===== config.mk =====
export PLATFORM = sky130hd
export DESIGN_NAME = pedal_misapply_detector_flat
export DESIGN_NICKNAME = d
export VERILOG_FILES = /design/src/rtl/pedal_misapply_detector_pkg.sv /design/src/rtl/pedal_misapply_detector_if.sv /design/src/rtl/pedal_misapply_detector_rate_window.sv /design/src/rtl/pedal_misapply_detector.sv /design/src/flat_wrapper.sv
export SDC_FILE = /design/constraint.sdc
export NUM_CORES = 1
export LEC_CHECK = 0
export CAP_MARGIN = 20
export CORE_MARGIN = 2
export CORE_UTILIZATION = 30
export DETAILED_ROUTE_END_ITERATION = 6
export PLACE_DENSITY = 0.5
export SETUP_SLACK_MARGIN = 0.15
export SLEW_MARGIN = 40
export SYNTH_ARGS = -nofsm -noshare
export SYNTH_HDL_FRONTEND = slang
export SYNTH_HIERARCHICAL = 1
export SYNTH_SLANG_ARGS = --single-unit

===== constraint.sdc =====
create_clock -name clk -period 20.9 [get_ports clk]
set_input_delay 4.18 -clock clk [delete_from_list [all_inputs] [get_ports clk]]
set_output_delay 4.18 -clock clk [all_outputs]
set_load 0.01 [all_outputs]

===== src/rtl/pedal_misapply_detector_pkg.sv =====
// Shared types and constants for the pedal misapplication detector.
// Holds the FSM encoding, the default thresholds and the counter-width helper.
package pedal_pkg;

    typedef enum logic [1:0] {
        ST_FILL    = 2'd0,
        ST_ARMED   = 2'd1,
        ST_SUSPECT = 2'd2,
        ST_ALARM   = 2'd3
    } state_e;

    localparam int DEF_THRESH_LOW  = 25;
    localparam int DEF_THRESH_HIGH = 75;
    localparam int DEF_THRESH_PEAK = 99;

    // Bits needed to hold values 0..value-1; callers pass N+1 to hold 0..N.
    function automatic int clog2(input int value);
        int w;
        w = 0;
        for (int i = 0; i < 31; i++) begin
            if ((32'd1 << i) < value) begin
                w = i + 1;
            end
        end
        return w;
    endfunction

endpackage


===== src/rtl/pedal_misapply_detector_if.sv =====
// Sample/alarm bundle between the pedal front end and the detector.
// The front end drives the master side; the detector sits on the slave side.
interface pedal_misapply_detector_if #(
    parameter int SAMPLE_W = 8,
    parameter int RATE_W   = 16
);
    logic                tick;
    logic [SAMPLE_W-1:0] pedal_in;
    logic                brake_in;
    logic                clear;
    logic                pedal_flag;
    logic                flag_pulse;
    logic [RATE_W-1:0]   rate_inst;
    logic [RATE_W-1:0]   rate_avg;
    logic                window_full;
    logic [1:0]          state;

    modport master (
        output tick, pedal_in, brake_in, clear,
        input  pedal_flag, flag_pulse, rate_inst, rate_avg, window_full, state
    );

    modport slave (
        input  tick, pedal_in, brake_in, clear,
        output pedal_flag, flag_pulse, rate_inst, rate_avg, window_full, state
    );
endinterface


===== src/rtl/pedal_misapply_detector_rate_window.sv =====
// Power-of-two tap shift register with a rolling sum of the rate samples.
// The next sum is exposed combinationally so the caller can evaluate on the same tick.
module rate_window #(
    parameter int RATE_W     = 16,
    parameter int DEPTH_LOG2 = 3
) (
    input  logic                         clk,
    input  logic                         rst,
    input  logic                         shift_en,
    input  logic                         clr,
    input  logic [RATE_W-1:0]            rate_next,
    output logic [RATE_W+DEPTH_LOG2-1:0] sum_next,
    output logic [RATE_W-1:0]            avg
);
    localparam int DEPTH = 1 << DEPTH_LOG2;
    localparam int SUM_W = RATE_W + DEPTH_LOG2;

    logic [RATE_W-1:0] taps_r [DEPTH];
    logic [SUM_W-1:0]  sum_r;
    logic [RATE_W-1:0] avg_r;

    // Modular subtract-then-add is exact because the true sum always fits SUM_W.
    always_comb begin
        sum_next = sum_r - SUM_W'(taps_r[DEPTH-1]) + SUM_W'(rate_next);
    end

    // Tap shift, rolling sum and registered average.
    always_ff @(posedge clk or posedge rst) begin
        if (rst) begin
            for (int i = 0; i < DEPTH; i++) begin
                taps_r[i] <= {RATE_W{1'b0}};
            end
            sum_r <= {SUM_W{1'b0}};
            avg_r <= {RATE_W{1'b0}};
        end else if (clr) begin
            for (int i = 0; i < DEPTH; i++) begin
                taps_r[i] <= {RATE_W{1'b0}};
            end
            sum_r <= {SUM_W{1'b0}};
            avg_r <= {RATE_W{1'b0}};
        end else if (shift_en) begin
            for (int i = DEPTH - 1; i > 0; i--) begin
                taps_r[i] <= taps_r[i-1];
            end
            taps_r[0] <= rate_next;
            sum_r     <= sum_next;
            avg_r     <= RATE_W'(sum_next >> DEPTH_LOG2);
        end
    end

    assign avg = avg_r;

endmodule


===== src/rtl/pedal_misapply_detector.sv =====
// Pedal misapplication detector: pedal rate, windowed average, confirm/hold alarm FSM.
// All outputs are registered and move only on tick or clear.
module pedal_misapply_detector
    import pedal_pkg::*;
#(
    parameter int SAMPLE_W    = 8,
    parameter int SCALE       = 10,
    parameter int RATE_W      = 16,
    parameter int DEPTH_LOG2  = 3,
    parameter int THRESH_LOW  = DEF_THRESH_LOW,
    parameter int THRESH_HIGH = DEF_THRESH_HIGH,
    parameter int THRESH_PEAK = DEF_THRESH_PEAK,
    parameter int CONFIRM_N   = 2,
    parameter int HOLD_TICKS  = 20
) (
    input  logic                            clk,
    input  logic                            rst,
    pedal_misapply_detector_if.slave        bus
);
    localparam int DEPTH  = 1 << DEPTH_LOG2;
    localparam int SUM_W  = RATE_W + DEPTH_LOG2;
    localparam int PROD_W = SAMPLE_W + 32;
    localparam int FILL_W = clog2(DEPTH + 1);
    localparam int HIT_W  = clog2(CONFIRM_N + 1);
    localparam int HOLD_W = clog2(HOLD_TICKS + 1);

    logic [SAMPLE_W-1:0]  prev_r;
    logic                 baseline_pending_r;
    state_e               state_r;
    logic [FILL_W-1:0]    fill_cnt_r;
    logic [HIT_W-1:0]     hit_cnt_r;
    logic [HOLD_W-1:0]    hold_cnt_r;
    logic [RATE_W-1:0]    rate_inst_r;
    logic                 window_full_r;
    logic                 pedal_flag_r;
    logic                 flag_pulse_r;

    logic signed [SAMPLE_W:0] delta_s;
    logic [PROD_W-1:0]        product_s;
    logic [RATE_W-1:0]        rate_next_s;
    logic [SUM_W-1:0]         sum_next_s;
    logic [RATE_W-1:0]        avg_next_s;
    logic [RATE_W-1:0]        avg_s;
    logic                     hit_s;
    logic                     rate_tick_s;

    // Positive-only rate, saturated, and the hit decision on the incoming sample.
    always_comb begin
        delta_s = $signed({1'b0, bus.pedal_in}) - $signed({1'b0, prev_r});
        if (delta_s > $signed({(SAMPLE_W + 1){1'b0}})) begin
            product_s = PROD_W'(delta_s[SAMPLE_W-1:0]) * PROD_W'(SCALE);
        end else begin
            product_s = {PROD_W{1'b0}};
        end
        if (product_s > PROD_W'({RATE_W{1'b1}})) begin
            rate_next_s = {RATE_W{1'b1}};
        end else begin
            rate_next_s = RATE_W'(product_s);
        end
        avg_next_s  = RATE_W'(sum_next_s >> DEPTH_LOG2);
        hit_s       = ((rate_next_s >= RATE_W'(THRESH_LOW)) && (avg_next_s >= RATE_W'(THRESH_HIGH)))
                      || (rate_next_s >= RATE_W'(THRESH_PEAK));
        rate_tick_s = bus.tick && !bus.clear && !baseline_pending_r;
    end

    rate_window #(
        .RATE_W     (RATE_W),
        .DEPTH_LOG2 (DEPTH_LOG2)
    ) u_rate_window (
        .clk       (clk),
        .rst       (rst),
        .shift_en  (rate_tick_s),
        .clr       (bus.clear),
        .rate_next (rate_next_s),
        .sum_next  (sum_next_s),
        .avg       (avg_s)
    );

    // Baseline capture, confirm/hold FSM and registered outputs.
    always_ff @(posedge clk or posedge rst) begin
        if (rst) begin
            prev_r             <= {SAMPLE_W{1'b0}};
            baseline_pending_r <= 1'b1;
            state_r            <= ST_FILL;
            fill_cnt_r         <= {FILL_W{1'b0}};
            hit_cnt_r          <= {HIT_W{1'b0}};
            hold_cnt_r         <= {HOLD_W{1'b0}};
            rate_inst_r        <= {RATE_W{1'b0}};
            window_full_r      <= 1'b0;
            pedal_flag_r       <= 1'b0;
            flag_pulse_r       <= 1'b0;
        end else if (bus.clear) begin
            prev_r             <= {SAMPLE_W{1'b0}};
            baseline_pending_r <= 1'b1;
            state_r            <= ST_FILL;
            fill_cnt_r         <= {FILL_W{1'b0}};
            hit_cnt_r          <= {HIT_W{1'b0}};
            hold_cnt_r         <= {HOLD_W{1'b0}};
            rate_inst_r        <= {RATE_W{1'b0}};
            window_full_r      <= 1'b0;
            pedal_flag_r       <= 1'b0;
            flag_pulse_r       <= 1'b0;
        end else begin
            flag_pulse_r <= 1'b0;
            if (bus.tick) begin
                prev_r <= bus.pedal_in;
                if (baseline_pending_r) begin
                    baseline_pending_r <= 1'b0;
                end else begin
                    rate_inst_r <= rate_next_s;
                    case (state_r)
                        ST_FILL: begin
                            fill_cnt_r <= fill_cnt_r + FILL_W'(1);
                            if (fill_cnt_r + FILL_W'(1) == FILL_W'(DEPTH)) begin
                                window_full_r <= 1'b1;
                                state_r       <= ST_ARMED;
                            end
                        end
                        ST_ARMED: begin
                            if (hit_s && (CONFIRM_N <= 1)) begin
                                state_r      <= ST_ALARM;
                                hold_cnt_r   <= HOLD_W'(HOLD_TICKS);
                                pedal_flag_r <= 1'b1;
                                flag_pulse_r <= 1'b1;
                            end else if (hit_s) begin
                                state_r   <= ST_SUSPECT;
                                hit_cnt_r <= HIT_W'(1);
                            end
                        end
                        ST_SUSPECT: begin
                            if (hit_s && (hit_cnt_r + HIT_W'(1) >= HIT_W'(CONFIRM_N))) begin
                                state_r      <= ST_ALARM;
                                hit_cnt_r    <= {HIT_W{1'b0}};
                                hold_cnt_r   <= HOLD_W'(HOLD_TICKS);
                                pedal_flag_r <= 1'b1;
                                flag_pulse_r <= 1'b1;
                            end else if (hit_s) begin
                                hit_cnt_r <= hit_cnt_r + HIT_W'(1);
                            end else begin
                                state_r   <= ST_ARMED;
                                hit_cnt_r <= {HIT_W{1'b0}};
                            end
                        end
                        ST_ALARM: begin
                            if (hit_s) begin
                                hold_cnt_r <= HOLD_W'(HOLD_TICKS);
                            end else if (bus.brake_in || (hold_cnt_r <= HOLD_W'(1))) begin
                                state_r      <= ST_ARMED;
                                hold_cnt_r   <= {HOLD_W{1'b0}};
                                pedal_flag_r <= 1'b0;
                            end else begin
                                hold_cnt_r <= hold_cnt_r - HOLD_W'(1);
                            end
                        end
                        default: begin
                            state_r      <= ST_FILL;
                            pedal_flag_r <= 1'b0;
                        end
                    endcase
                end
            end
        end
    end

    assign bus.pedal_flag  = pedal_flag_r;
    assign bus.flag_pulse  = flag_pulse_r;
    assign bus.rate_inst   = rate_inst_r;
    assign bus.rate_avg    = avg_s;
    assign bus.window_full = window_full_r;
    assign bus.state       = state_r;

endmodule


===== src/flat_wrapper.sv =====
// flat-port wrapper written by rule: the top's interface ports become plain ports
module pedal_misapply_detector_flat import pedal_pkg::*;
#(
    parameter int SAMPLE_W    = 8,
    parameter int SCALE       = 10,
    parameter int RATE_W      = 16,
    parameter int DEPTH_LOG2  = 3,
    parameter int THRESH_LOW  = DEF_THRESH_LOW,
    parameter int THRESH_HIGH = DEF_THRESH_HIGH,
    parameter int THRESH_PEAK = DEF_THRESH_PEAK,
    parameter int CONFIRM_N   = 2,
    parameter int HOLD_TICKS  = 20
)
  (clk, rst, bus_tick, bus_pedal_in, bus_brake_in, bus_clear, bus_pedal_flag, bus_flag_pulse, bus_rate_inst, bus_rate_avg, bus_window_full, bus_state);
  pedal_misapply_detector_if #(.SAMPLE_W(SAMPLE_W), .RATE_W(RATE_W)) bus_i ();
  input  logic clk;
  input  logic rst;
  input wire logic [$bits(bus_i.tick)-1:0] bus_tick;
  input wire logic [$bits(bus_i.pedal_in)-1:0] bus_pedal_in;
  input wire logic [$bits(bus_i.brake_in)-1:0] bus_brake_in;
  input wire logic [$bits(bus_i.clear)-1:0] bus_clear;
  output wire logic [$bits(bus_i.pedal_flag)-1:0] bus_pedal_flag;
  output wire logic [$bits(bus_i.flag_pulse)-1:0] bus_flag_pulse;
  output wire logic [$bits(bus_i.rate_inst)-1:0] bus_rate_inst;
  output wire logic [$bits(bus_i.rate_avg)-1:0] bus_rate_avg;
  output wire logic [$bits(bus_i.window_full)-1:0] bus_window_full;
  output wire logic [$bits(bus_i.state)-1:0] bus_state;
  assign bus_i.tick = bus_tick;
  assign bus_i.pedal_in = bus_pedal_in;
  assign bus_i.brake_in = bus_brake_in;
  assign bus_i.clear = bus_clear;
  assign bus_pedal_flag = bus_i.pedal_flag;
  assign bus_flag_pulse = bus_i.flag_pulse;
  assign bus_rate_inst = bus_i.rate_inst;
  assign bus_rate_avg = bus_i.rate_avg;
  assign bus_window_full = bus_i.window_full;
  assign bus_state = bus_i.state;
  pedal_misapply_detector #(.SAMPLE_W(SAMPLE_W), .SCALE(SCALE), .RATE_W(RATE_W), .DEPTH_LOG2(DEPTH_LOG2), .THRESH_LOW(THRESH_LOW), .THRESH_HIGH(THRESH_HIGH), .THRESH_PEAK(THRESH_PEAK), .CONFIRM_N(CONFIRM_N), .HOLD_TICKS(HOLD_TICKS)) u_core (.clk(clk), .rst(rst), .bus(bus_i));
endmodule

==> impl_metrics.yaml <==
synth:
  yosysWarnings: 6
  avgSynthCellArea_sq_um: 10.2
  syn_inst: 1015
  syn_area_sq_um: 10300
finish:
  area_growth_pct: 13.5
  fill_cells: 3406
  final_core_util: 0.347
  drive_gt1_frac: 0.0653
  multi_input_area_sq_um: 5070
  nets: 1105
  regArea_sq_um: 4580
  diodes: 0
critical_path:
  cp.arrival_ns: 12.58
  crit_type: "in2reg"
  crit_required_ns: 21.26
  path_common_cell: "inv_1"
  crit_fanout: 6
  critPathSlowestCell: "or4_1"
  critical-path-max-stage-delay_ns: 0.54
  cp-start-kind: "input pin"
  worstSetupEndpointType: "flop"
power:
  p_sw_frac: 0.391
  p_leak_nw: 5.12
  clkPwrFrac: 0.267
  seqPwrFrac: 0.302
  ir_drop_mv: 0.0738
  internal-power_mw: 0.752
  power_density_nw_per_um2: 106
  p_comb_frac: 0.431
  p_switching_mw: 0.482
drt:
  wl_per_cell_um: 14.1
  drc_errors: 0
  via_per_inst: 4.59
  vias: 6846
  drtPass1Iterations: 5
  totalWireLength_mm: 21.0
  postRouteAntennaNets: 0
  first_iter_violations: 448
worst_hold_path:
  hp-class: "reg2reg"
timing:
  max_freq_ghz: 0.0818
  fin_crit_ns: 12.22
  worst_slack_ns: 8.68
  min_period_over_period: 0.585
  drv_slew: 0
  hold_viol: 0
  final.setup_skew_ns: 0.0123
  fin_tns_setup_ns: 0
  worst_slew_pin_slew_ns: 0.795
  rsz0062_at_grt: "false"
  slew_headroom: 0.470
  finalSetupViolations: 0
job:
  cap_violations: 0
place:
  dp_hpwl_mm: 14.1
  io_buffers: 44
  place_ws_ns: 8.25
  gp_congestion: 0.845
global_route:
  grt_pass1_wl_mm: 35.2
  grt_start_max_net_pins: 95
  grt_pass1_vias: 6714
  grt.total_usage: 0.120
  grt-ovfl-total: 0
  antenna_found_initial: 0
die:
  pin_count: 50
  die_area_sq_um: 35800
  die_x_um: 189
  rows: 67
  core-area_sq_um: 33700
  start_util: 0.306
  die_y_um: 189
status:
  outcome: "finished, final reports clean"
clock_network:
  cts_made_buffers: 17
  cts.clk_slew.worst_paths_ns: 0.07
  htree_levels: 4
  cts-resized-gates: 0
  cts_setup_buffers: 0
  cts_buffer_depth: 2
  cts-root-buf: "clkbuf_16"
  cts_tree: "done"
  clock_sinks: 183
  cts-hold-fix-buffers: 0
  clkLatencyLatePin_ns: 0.43
## metrics by stage
step,hold WS [ns],power [mW],area (sq um),std cells
5_1_grt,0.535,1.32,11700,1490
2_1_floorplan,0.486,0.796,10400,1029
6_report,0.499,1.23,11700,1490
3_3_place_gp,0.482,0.913,11000,1457
3_5_place_dp,0.484,0.911,11100,1458
4_1_cts,0.504,1.25,11700,1490
## flip-flops by register name, summed over array words and instances (netlist names)
signal                       cells
u_core/prev_r                    8
u_core/bus.state                 2
u_core/u_rate_window/sum_r      19
u_core/baseline_pending_r        1
u_core/bus.rate_inst            11
u_core/fill_cnt_r                4
u_core/u_rate_window/taps_r    128
u_core/bus.flag_pulse            1
u_core/bus.pedal_flag            1
u_core/hold_cnt_r                5
u_core/bus.window_full           1
u_core/hit_cnt_r                 2
## layer usage
metal	share of wire	track usage	up-vias
li1	-	-	3416
met1	0.52	0.176	3352
met2	0.45	0.183	67
met3	0.020	0.0182	11
met4	0.011	0.0337	0
met5	0	0	-
## worst paths after layout
check                                                          from                                           to  slack (ns)  cells past startpoint
worst max-delay path                                bus_pedal_in[0]             u_core/hold_cnt_r[3]$_DFFE_PP0P_        8.68                     34
worst min-delay path            u_core/bus.rate_inst[1]$_DFFE_PP0P_          u_core/bus.rate_inst[1]$_DFFE_PP0P_        0.50                      2
worst max register to register         u_core/prev_r[0]$_DFFE_PP0P_             u_core/hold_cnt_r[3]$_DFFE_PP0P_       12.58                     32
worst min register to register  u_core/bus.rate_inst[1]$_DFFE_PP0P_          u_core/bus.rate_inst[1]$_DFFE_PP0P_        0.50                      2
max in group asynchronous                                       rst  u_core/u_rate_window/taps_r[87]$_DFFE_PP0P_       15.48                      3
min in group asynchronous                                       rst           u_core/bus.window_full$_DFFE_PP0P_        4.09                      2
## cells in the final DEF (no fill, tap or decap), types with 7 or more instances in the layout
| cell | n |
|---|---|
| a211oi_1 | 10 |
| a21o_1 | 9 |
| a21oi_1 | 29 |
| a22o_1 | 11 |
| a31oi_1 | 7 |
| and2_1 | 9 |
| clkbuf_16 | 17 |
| clkdlybuf4s50_1 | 43 |
| conb_1 | 15 |
| dfrtp_1 | 182 |
| fa_1 | 18 |
| ha_1 | 45 |
| inv_1 | 94 |
| mux2i_1 | 147 |
| nand2_1 | 37 |
| nand3_1 | 9 |
| nor2_1 | 179 |
| nor2b_1 | 7 |
| nor3_1 | 11 |
| o21ai_0 | 17 |
| xnor2_1 | 22 |
| xor2_1 | 9 |
## worst max-delay path, delay by kind of cell
kind                     cells  cell delay (ns)
adder cells (fa/ha/maj)      5             1.89
AND/OR/NAND/NOR              9             2.24
AO/OA/AOI/OAI               12             3.04
buffers and inverters        5             0.66
XOR/XNOR                     3             0.56
## power by group through the flow
stage,sequential (mW),combinational [mW],clock (mW)
2_1_floorplan,0.377,0.419,0
3_3_place_gp,0.380,0.533,0
3_5_place_dp,0.380,0.531,0
4_1_cts,0.373,0.534,0.343
5_1_grt,0.374,0.592,0.358
6_report,0.373,0.532,0.330
## cell type report
type | instances | share of cell area
Inverter | 95 | 0.0309
Sequential cell | 183 | 0.392
Timing Repair Buffer | 49 | 0.0444
Clock buffer | 17 | 0.0364
Clock inverter | 15 | 0.0154
Multi-Input combinational cell | 683 | 0.433
Tap cell | 448 | 0.0479
Power figures use the tool's default switching activity.
